### src/rtl/perlane_tx_scheduler.sv
// Per-lane TX scheduler: scrambler warm-up, 2-entry block buffer, drain-on-disable.
// Optional periodic alignment-marker gaps are built when PERLANE_SCHED_AM_EN is defined.
module perlane_tx_scheduler #(
  parameter int WARMUP_BLOCKS = 64,
  parameter int AM_PERIOD     = 16384,
  parameter int AM_GAP        = 1
) (
  input  logic         clk,
  input  logic         reset,
  input  logic         cfg_enable,
  input  logic [255:0] up_txdata,
  input  logic         up_valid,
  output logic         up_ready,
  output logic         scr_enable,
  output logic [255:0] scr_txdata,
  output logic         scr_txdata_valid,
  input  logic         lo_idle,
  output logic [1:0]   ctl_state
);

  localparam int WW = $clog2(WARMUP_BLOCKS + 1);

  typedef enum logic [1:0] {
    ST_OFF   = 2'd0,
    ST_WARM  = 2'd1,
    ST_RUN   = 2'd2,
    ST_DRAIN = 2'd3
  } state_t;

  state_t         state_r;
  logic [WW-1:0]  warm_cnt_r;
  logic [255:0]   head_r;
  logic [255:0]   tail_r;
  logic [1:0]     count_r;
  logic [1:0]     count_nxt_s;
  logic           up_ready_r;
  logic           scr_enable_r;
  logic           gap_s;
  logic           valid_s;
  logic           push_s;
  logic           pop_s;
  logic           warm_xfer_s;

  // Downstream valid and the handshake strobes derived from it
  always_comb begin
    valid_s = 1'b0;
    case (state_r)
      ST_WARM:          valid_s = lo_idle;
      ST_RUN, ST_DRAIN: valid_s = (count_r != 2'd0) & lo_idle & ~gap_s;
      default:          valid_s = 1'b0;
    endcase
    push_s      = up_valid & up_ready_r;
    pop_s       = valid_s & ((state_r == ST_RUN) | (state_r == ST_DRAIN));
    warm_xfer_s = valid_s & (state_r == ST_WARM);
  end

  // Buffer occupancy after this cycle's push/pop
  always_comb begin
    count_nxt_s = count_r;
    case ({push_s, pop_s})
      2'b10:   count_nxt_s = count_r + 2'd1;
      2'b01:   count_nxt_s = count_r - 2'd1;
      default: count_nxt_s = count_r;
    endcase
  end

`ifdef PERLANE_SCHED_AM_EN
  localparam int BW = $clog2(AM_PERIOD + 1);
  localparam int GW = $clog2(AM_GAP + 1);

  logic [BW-1:0] blk_cnt_r;
  logic [GW-1:0] gap_cnt_r;

  assign gap_s = (gap_cnt_r != {GW{1'b0}});

  // Data-block counter and gap timer; a pop never coincides with an open gap
  always_ff @(posedge clk or posedge reset) begin
    if (reset) begin
      blk_cnt_r <= {BW{1'b0}};
      gap_cnt_r <= {GW{1'b0}};
    end else if ((state_r == ST_OFF) && cfg_enable) begin
      blk_cnt_r <= {BW{1'b0}};
      gap_cnt_r <= {GW{1'b0}};
    end else begin
      if (gap_s) begin
        gap_cnt_r <= gap_cnt_r - GW'(1);
      end
      if (pop_s) begin
        if (blk_cnt_r == BW'(AM_PERIOD - 1)) begin
          blk_cnt_r <= {BW{1'b0}};
          gap_cnt_r <= GW'(AM_GAP);
        end else begin
          blk_cnt_r <= blk_cnt_r + BW'(1);
        end
      end
    end
  end
`else
  // Gap parameters are accepted but have no effect in this build
  assign gap_s = (AM_PERIOD < 0) && (AM_GAP < 0);
`endif

  // Lane control FSM with registered up_ready / scr_enable
  always_ff @(posedge clk or posedge reset) begin
    if (reset) begin
      state_r      <= ST_OFF;
      warm_cnt_r   <= {WW{1'b0}};
      up_ready_r   <= 1'b0;
      scr_enable_r <= 1'b0;
    end else begin
      case (state_r)
        ST_OFF: begin
          up_ready_r <= 1'b0;
          if (cfg_enable) begin
            state_r      <= ST_WARM;
            warm_cnt_r   <= WW'(WARMUP_BLOCKS);
            scr_enable_r <= 1'b1;
          end else begin
            scr_enable_r <= 1'b0;
          end
        end
        ST_WARM: begin
          if (!cfg_enable) begin
            state_r      <= ST_OFF;
            scr_enable_r <= 1'b0;
            up_ready_r   <= 1'b0;
          end else if (warm_xfer_s) begin
            warm_cnt_r <= warm_cnt_r - WW'(1);
            if (warm_cnt_r == WW'(1)) begin
              state_r    <= ST_RUN;
              up_ready_r <= 1'b1;
            end
          end
        end
        ST_RUN: begin
          if (!cfg_enable) begin
            state_r    <= ST_DRAIN;
            up_ready_r <= 1'b0;
          end else begin
            up_ready_r <= (count_nxt_s != 2'd2);
          end
        end
        ST_DRAIN: begin
          up_ready_r <= 1'b0;
          // Drain completes even if cfg_enable has come back; OFF always gets a cycle
          if (count_nxt_s == 2'd0) begin
            state_r      <= ST_OFF;
            scr_enable_r <= 1'b0;
          end
        end
        default: begin
          state_r      <= ST_OFF;
          up_ready_r   <= 1'b0;
          scr_enable_r <= 1'b0;
        end
      endcase
    end
  end

  // Shift-style 2-entry buffer; head is zeroed when empty so WARM emits zero blocks
  always_ff @(posedge clk or posedge reset) begin
    if (reset) begin
      head_r  <= 256'd0;
      tail_r  <= 256'd0;
      count_r <= 2'd0;
    end else begin
      count_r <= count_nxt_s;
      case ({push_s, pop_s})
        2'b11: head_r <= up_txdata;
        2'b10: begin
          if (count_r == 2'd0) begin
            head_r <= up_txdata;
          end else begin
            tail_r <= up_txdata;
          end
        end
        2'b01: begin
          if (count_r == 2'd2) begin
            head_r <= tail_r;
          end else begin
            head_r <= 256'd0;
          end
        end
        default: head_r <= head_r;
      endcase
    end
  end

  assign up_ready         = up_ready_r;
  assign scr_enable       = scr_enable_r;
  assign scr_txdata       = head_r;
  assign scr_txdata_valid = valid_s;
  assign ctl_state        = state_r;

endmodule

### config.mk
export PLATFORM = sky130hd
export DESIGN_NAME = perlane_tx_scheduler
export DESIGN_NICKNAME = d
export VERILOG_FILES = /design/src/rtl/perlane_tx_scheduler.sv
export SDC_FILE = /design/constraint.sdc
export NUM_CORES = 1
export LEC_CHECK = 0
export BUFFER_PORTS_ARGS = -buffer_cell sky130_fd_sc_hd__buf_2
export CAP_MARGIN = 5
export CELL_PAD_IN_SITES_DETAIL_PLACEMENT = 0
export CELL_PAD_IN_SITES_GLOBAL_PLACEMENT = 1
export CORE_AREA = 3 3 242 244
export DETAILED_ROUTE_END_ITERATION = 7
export DIE_AREA = 0 0 245 247
export PLACE_DENSITY_LB_ADDON = 0.08
export SYNTH_ARGS = -nofsm -noshare
export SYNTH_HDL_FRONTEND = slang
export SYNTH_SLANG_ARGS = --single-unit
### constraint.sdc
create_clock -name clk -period 20.4 [get_ports clk]
set_input_delay 1.02 -clock clk [delete_from_list [all_inputs] [get_ports clk]]
set_output_delay 1.02 -clock clk [all_outputs]
set_load 0.005 [all_outputs]
After elaboration in Yosys (flattened, before gate mapping)
Cells that the tools add are included.
Widths: inputs -> output; s select.
{"block": "word_totals", "regBits": 525, "latch_bits": 0, "ramBits": 0, "mem_bits_ro": 0, "input_bits": 261, "output_inout_bits": 261, "wordCells": 74, "n_memories": 0}
{"block": "op_classes", "addsub": 3, "mul": 0, "n_div": 0, "n_lt_le_gt_ge": 0, "eq_ne": 18, "shifts": 0, "mux": 25, "bitwise_logic": 6, "reduce_logical": 15}
{"op": "$pmux 256 s3", "count": 1}
{"op": "$mux 256", "count": 2}
{"op": "$mux 7", "count": 3}
{"op": "$ne 2x2->1 const B", "count": 7}
{"op": "$pmux 7 s2", "count": 1}
{"op": "$mux 2", "count": 6}
{"op": "$eq 2x2->1 const B", "count": 5}
{"op": "$pmux 2 s4", "count": 1}
{"op": "$eq 7x1->1 const B", "count": 1}
{"op": "$mux 1", "count": 7}
{"op": "$sub 7x1->7 const B", "count": 1}
{"op": "$logic_not 2->1", "count": 3}
{"op": "$pmux 1 s3", "count": 2}
{"op": "$reduce_and 2->1", "count": 3}
{"op": "$reduce_bool 3->1", "count": 2}
{"op": "$reduce_and 5->1", "count": 1}
{"op": "$and 1x1->1", "count": 4}
{"op": "$eq 2x1->1 const B", "count": 2}
{"op": "$pmux 2 s2", "count": 1}
{"op": "$reduce_and 4->1", "count": 1}
{"op": "$reduce_bool 2->1", "count": 2}
{"op": "$reduce_or 2->1", "count": 2}
{"op": "$ne 3x2->1 const B", "count": 1}
{"op": "$ne 3x3->1 const B", "count": 1}
{"op": "7 further kinds", "count": 7}

Depth between registers and ports, before layout
Gate-level depths: netlist of the first run.
{"block": "logic_depth", "word_depth": 9, "depth_mapped": 11, "mapped_depth_nobuf": 6}

Worst setup path before layout of the first run
OpenSTA, ideal clock, no wires.
{"block": "synth_path", "path_kind": "input port to flip-flop", "start": "input port lo_idle", "end": "register head_r[23], in the netlist scr_txdata[23]", "arrival_time_ps": 2457, "setup_slack_ps": 17809, "cell_stages": 10, "path_buffers": 4, "path_cell_list": "buf_2 o211ai_1 inv_1 ha_1 clkbuf_2 buf_4 clkbuf_1 and2b_1 a21oi_1 o21ai_0"}
{"block": "synth_via", "elab_chain_cells": 6, "word_cells_on_any_way": 10, "cone_classes": "eq/ne (4); mux (2); bitwise (2); reduce/logical (2)"}
{"item": "start: declaration", "line_no": "17", "text": "input logic lo_idle,"}
{"item": "$and 1x1->1", "line_no": "49", "text": "ST_RUN, ST_DRAIN: valid_s = (count_r != 2'd0) & lo_idle & ~gap_s;"}
{"item": "$pmux 1 s2 (*)", "line_no": "47", "text": "case (state_r)"}
{"item": "$and 1x1->1 (*)", "line_no": "53", "text": "pop_s = valid_s & ((state_r == ST_RUN) | (state_r == ST_DRAIN));"}
{"item": "$eq 2x2->1 or $eq 2x1->1 (tied branches)", "line_no": "168", "text": "case ({push_s, pop_s})"}
{"item": "$ne 2x2->1 (no line) or $reduce_bool 3->1 (tied branches)"}
{"item": "$reduce_and 2->1 (no line)"}
{"item": "end signal: assignment", "line_no": "169", "text": "2'b11: head_r <= up_txdata;"}
{"item": "end signal: assignment", "line_no": "172", "text": "head_r <= up_txdata;"}
{"item": "end signal: assignment", "line_no": "179", "text": "head_r <= tail_r;"}
{"item": "end: declaration", "line_no": "32", "text": "logic [255:0] head_r;"}
Every way passes the cells marked *; elsewhere a longest branch is shown, timed or not.
A chain may end at the register's enable or synchronous reset.

==> run summary, run 1 <==
Outcome = complete, no violations
Gates resized, CTS repair = 0
Pin count of the biggest net entering global routing = 221
Pwr dens = 144.5 mW/mm^2
IO buf count = 521
Root Driver = clkbuf_16
Slew margin rel. = 19.25%
Synth warnings = 0
Ys async rst share = 100.0%
Initial drt markers = 1,308
Number of max-cap violations = 0
Synth Cell Area = 0.02313 mm^2
Psw = 1.417 mW
First-pass GRT wire length = 112,900 um
Mapped Cells = 2,598
Critical Path End Type = flip-flop
Post-route cell area = 0.02780 mm^2
Slew Viols, Final = 0
Worst EP required = 20.93 ns
Flip-flop and latch area = 0.01314 mm^2
Total Wirelength = 73,140 um
Worst vdd ir = 0.07783 mV
Number of detailed-route iterations in the first pass = 5
Dpl cell area = 0.02582 mm^2
Vias = 19,610
CTS Buffer Depth = 3
Rows = 87
Gr usage total = 23.52%
Vias/cell = 5.133
Number of global-route vias before repair = 18,800
Routed Antenna Nets = 0
Initial antenna violation count = 29
Number of fill cells = 5,511
Syn_area_per_cell = 8.903 um^2
Final worst path period need = 4.680 ns
Synth-to-Final Area Change = 20.17%
Ys flop type = dfrtp_1
Post-synthesis sequential area ratio = 56.80%
Commonest cells after routing, fill and taps aside = 776 x nand2_1, 525 x dfrtp_1, 521 x buf_2
Switching portion of total power = 35.28%
Initial Utilization = 40.94%
Dpl hpwl = 44,860 um
Gpl congestion = 0.8175
Setup Skew = 0.02077 ns
Total CTS buffers = 57
Wire per inst = 19.14 um
Multi-input gate area = 0.008897 mm^2
Post-synth EDFFs = 0
Core area = 0.05650 mm^2
Largest cells by area after synthesis = dfrtp_1 57%, nand2_1 13%, nor2b_1 6.9%
CP Class = reg2reg
Combinational power share = 29.8%
GRT Residual Overflow = 0
Mapped Nets = 2,864
CTS tree = done
Worst Setup Start Kind = flip-flop
DIE AREA = 0.06052 mm^2
Die X = 245 um
Setup Viol. Count Final = 0
DIE HEIGHT = 247 um
Clk pwr share = 26.2%
Commonest non-fill, non-tap cell in the layout = nand2_1
Worst-Skew Late Latency = 0.61 ns
Share of layout cells above drive strength 1 = 21.48%
Ports = 522
CTS clk-pin slew, worst paths = 0.06 ns
Worst EP arrival = 5.21 ns
Pint = 2.599 mW
Leak = 14.06 nW
TNS Setup = 0 ns
Postcts setup bufs = 0
Yosys top cell by area = dfrtp_1
#FFs+latches synth = 525
Clock sink count = 525
Top cell type's share of synthesized area = 56.80%
Number of distinct library cells after synthesis = 46
Slew @ Worst Pin = 1.211 ns
H-tree level count = 2
Sequential Power Share = 44.0%
Fmax = 213.7 MHz
Count of final hold-check violations = 0
Crit-path max FO = 79
Hold buffer count at cts = 0
RSZ-0062 raised after global routing = no
Period Utilization, post-route = 22.94%
Hold WC Path Type = reg2reg
Total Nets Final = 3,262
# DRC = 0
==> cell families (layout without fill, tap and decap cells) <==
group | count (synthesis) | after routing | share of synthesized area [%]
compound gates | 792 | 792 | 17.43
simple gates | 1056 | 1056 | 20.29
other cells | 0 | 21 | 0
buf+inv | 213 | 659 | 4.923
flops | 525 | 525 | 56.80
fa+ha+maj | 5 | 5 | 0.2705
mux | 3 | 3 | 0.1298
xor+xnor | 4 | 4 | 0.1515
==> sequential cells by signal, indices dropped and copies added (netlist names), named ones only <==
| register | flops |
|---|---|
| ctl_state | 1 |
| up_ready | 1 |
| count_r | 2 |
| warm_cnt_r | 7 |
| tail_r | 256 |
| scr_enable | 1 |
| scr_txdata | 256 |
==> synth_stat cells, types with 2 or more instances <==
library cell  count
a21oi_1         257
buf_4             3
buf_6            33
buf_2            59
xnor2_1           2
dfrtp_1         525
nor3_1            3
mux2i_1           3
o21ai_1         260
nand2b_1          4
a31oi_1           2
xor2_1            2
ha_1              5
clkbuf_1        102
clkbuf_2          5
nor2b_1         254
inv_1             8
or3b_2            2
o21ai_0         256
a22o_1            3
a2111oi_0         2
nand2_1         776
buf_1             3
or3_1             2
o22ai_1           2
and2b_1           5
==> metrics by stage <==
stage | util, % | instances | setup WS [ns] | hold WS (ns) | power, mW
floorplan | - | 2598 | 4.712 | 0.4460 | 2.446
global placement | 45.71 | 3693 | 15.21 | 0.4569 | 2.958
detailed placement | 45.71 | 3693 | 15.18 | 0.4620 | 2.998
CTS | 49.11 | 3800 | 15.70 | 0.4766 | 4.067
global route | 49.16 | 3812 | 15.41 | 0.4889 | 4.321
finish | 49.20 | 3821 | 15.72 | 0.4722 | 4.016
==> cell type report <==
| type | count | share of cell area (%) |
|---|---|---|
| Sequential cell | 525 | 47.27 |
| Clock inverter | 22 | 0.7022 |
| Inverter | 8 | 0.1350 |
| Multi-Input combinational cell | 1860 | 32.01 |
| Tap cell | 756 | 3.403 |
| Clock buffer | 85 | 6.203 |
| Antenna cell | 21 | 0.1891 |
| Timing Repair Buffer | 544 | 10.09 |
==> worst paths after layout <==
| path | end | slack [ns] | depth (start not counted) | from |
|---|---|---|---|---|
| min in group asynchronous | scr_txdata[103] | 0.55 | 2 | reset |
| hold reg to reg | tail_r[75] | 0.47 | 2 | tail_r[75] |
| max in group asynchronous | scr_txdata[248] | 17.55 | 4 | reset |
| setup / recovery | scr_txdata[177] | 15.72 | 8 | flip-flop |
| setup reg to reg | scr_txdata[177] | 15.72 | 8 | flip-flop |
| hold / removal | tail_r[75] | 0.47 | 2 | tail_r[75] |
==> power groups by stage <==
stage,Combinational [mW],Clock (mW),Sequential [mW]
after CTS,1.22,1.08,1.77
after detailed placement,1.22,0,1.78
after floorplan,0.702,0,1.74
after global routing,1.37,1.13,1.83
after global placement,1.19,0,1.76
final,1.20,1.05,1.77
==> metal layers <==
metal  routed length (um)  global-route usage, %
met1                31360                  31.90
met4                 1892                  8.006
met3                 5429                  6.148
met5                  113                      0
met2                34340                  36.76
==> critical path, stage by stage (launching register included) <==
cell and delay [ns]:
dfrtp_1 0.59, o211ai_1 0.30, inv_1 0.16, ha_4 0.51, and3b_4 0.82, buf_4 0.79, buf_4 0.85, a21oi_1 0.18
o21ai_1 0.16
(Power assumes the default switching activity.)
==> run 2: changes to the inputs <==
- CORE_AREA: 3 3 242 244 -> 3 3 255 257
- DIE_AREA: 0 0 245 247 -> 0 0 258 260
- clock period: 20.4 -> 4 ns (I/O delays scaled with it)
==> run 2 against run 1 <==
Compared with the run above: final cell count grew 9.2%; sequential cell count is the same; clock power grew to 5.1 times the previous value; combinational power grew to 5.4 times the previous value; global-route usage shrank 1.2 points; power grew to 5.2 times the previous value; register-to-register slack lost 15 ns; critical path type unchanged; critical endpoint is now tail_r[104].
==> run summary, run 2 (synthesis results as in run 1) <==
First-pass GRT wire length = 120,200 um
Share of layout cells above drive strength 1 = 19.88%
DIE HEIGHT = 260 um
Gr usage total = 22.37%
Outcome = complete, no violations
Ports = 522
Critical path capture point = tail_r[104]
# DRC = 0
Core area = 0.06297 mm^2
Total Nets Final = 3,538
Total CTS buffers = 59
Number of global-route vias before repair = 20,570
Vias/cell = 4.918
Hold slack = 0.06809 ns
Reg2reg end = tail_r[104]
Pwr dens = 676.4 mW/mm^2
Initial Utilization = 36.73%
CP Class = reg2reg
IO buf count = 521
Max stage delay on crit path = 0.60 ns
Crit-path max FO = 162
Commonest non-fill, non-tap cell in the layout = nand2_1
Initial drt markers = 1,398
Pin count of the biggest net entering global routing = 170
Setup Skew = 0.01645 ns
CTS Buffer Depth = 3
Top cell by count, worst path = nand2_1
Clock sink count = 525
GRT Residual Overflow = 0
Number of detailed-route iterations in the first pass = 7
Period Utilization, post-route = 74.70%
Count of final hold-check violations = 0
R2r worst-path depth = 7
Routed Antenna Nets = 0
Slew @ Worst Pin = 1.013 ns
Total Wirelength = 76,870 um
Reg2reg setup slack = 1.01 ns
Initial antenna violation count = 14
Commonest cells after routing, fill and taps aside = 776 x nand2_1, 525 x dfrtp_1, 521 x buf_2
Final worst path period need = 2.988 ns
Vias = 20,520
Hold WC Path Type = in2reg
Worst EP required = 4.53 ns
CTS clk-pin slew, worst paths = 0.06 ns
Number of max-cap violations = 0
Fmax = 334.7 MHz
CP cell instances = o211ai_1, ha_1, o21ai_4, buf_4, buf_12, nand2_1, nand2_1
Slowest library cell on the worst path = dfrtp_1
CTS tree = done
Dpl hpwl = 46,330 um
Gpl congestion = 0.7773
Root Driver = clkbuf_16
Slew Viols, Final = 0
Synth-to-Final Area Change = 33.21%
Worst-Skew Late Latency = 0.61 ns
Place WS = 1.124 ns
Wire per inst = 18.42 um
TNS Setup = 0 ns
DIE AREA = 0.06708 mm^2
Core Util, Final = 48.93%
Number of fill cells = 6,039
Final WS setup = 1.012 ns
Worst Setup Start Kind = flip-flop
Hold path start = lo_idle
Rows = 92
Worst EP arrival = 3.52 ns
Flip-flop and latch area = 0.01314 mm^2
RSZ-0062 raised after global routing = no
Postcts setup bufs = 0
Worst vdd ir = 0.3908 mV
H-tree level count = 2
Multi-input gate area = 0.008897 mm^2
Critical Path End Type = flip-flop
Slew margin rel. = 32.49%
Die X = 258 um
Setup Viol. Count Final = 0
Leak = 15.27 nW
Final Power = 20.84 mW
run 2: cell count changes in the layout (fill, tap and decap cells not counted), sizes merged:
cell	delta
clkinv	-8
dlygate4sd3	+258
bufinv	-1
clkbuf	+8
diode	-10
inv	-2
buf	+16
run 2: power breakdown:
group	internal, mW	total (mW)	switching [mW]
sequential	7.70	8.99	1.29
clock	3.14	5.36	2.22
combinational	2.66	6.50	3.84
total	13.5	20.8	7.34
run 2: worst min path at each step:
| stage | depth (start not counted) | to | slack [ns] |
|---|---|---|---|
| after floorplan | 2 | tail_r[0] | 0.31 |
| after global placement | 3 | tail_r[32] | 0.40 |
| after detailed placement | 3 | tail_r[95] | 0.41 |
| after CTS | 3 | warm_cnt_r[0] | 0.03 |
| after global routing | 3 | warm_cnt_r[0] | 0.08 |
| final | 3 | warm_cnt_r[0] | 0.07 |
run 2: metal layers:
layer,vias up,part of all wire (%),wire length [um],global-route usage [%]
met5,-,0.070,54,0
met1,9908,44,33520,29.75
met3,123,7.0,5366,5.706
met2,577,47,36030,36.36
li1,9901,-,-,-
met4,8,2.5,1900,6.076
run 2: worst max-delay path: cells and delay by family, from the launching register on:
family,cells,cell delay (ns)
buffers and inverters,2,1.07
adder cells (fa/ha/maj),1,0.32
AND/OR/NAND/NOR,2,0.25
AO/OA/AOI/OAI,2,0.39
flip-flops,1,0.60
run 2: final cells by class:
| type | count | area share [%] |
|---|---|---|
| repair buffers | 818 | 18.73 |
| diodes | 11 | 0.08934 |
| inverters | 8 | 0.1096 |
| multi-input cells | 1860 | 28.88 |
| flip-flops and latches | 525 | 42.64 |
| clock buffers | 93 | 5.766 |
| well taps | 846 | 3.436 |
| clock inverters | 11 | 0.3533 |
run 2: timing repair:
action	4_1_cts	5_1_grt
endpoints found under the setup margin	0	0
hold buffers	258	0
gates resized for setup	0	0
endpoints found under the hold margin	528	0
run 2: per-stage QoR:
| step | area, um^2 | cells |
|---|---|---|
| 4_1_cts | 30780 | 4161 |
| 2_1_floorplan | 23130 | 2598 |
| 5_1_grt | 30800 | 4168 |
| 3_5_place_dp | 26320 | 3799 |
| 3_3_place_gp | 26320 | 3799 |
| 6_report | 30810 | 4172 |
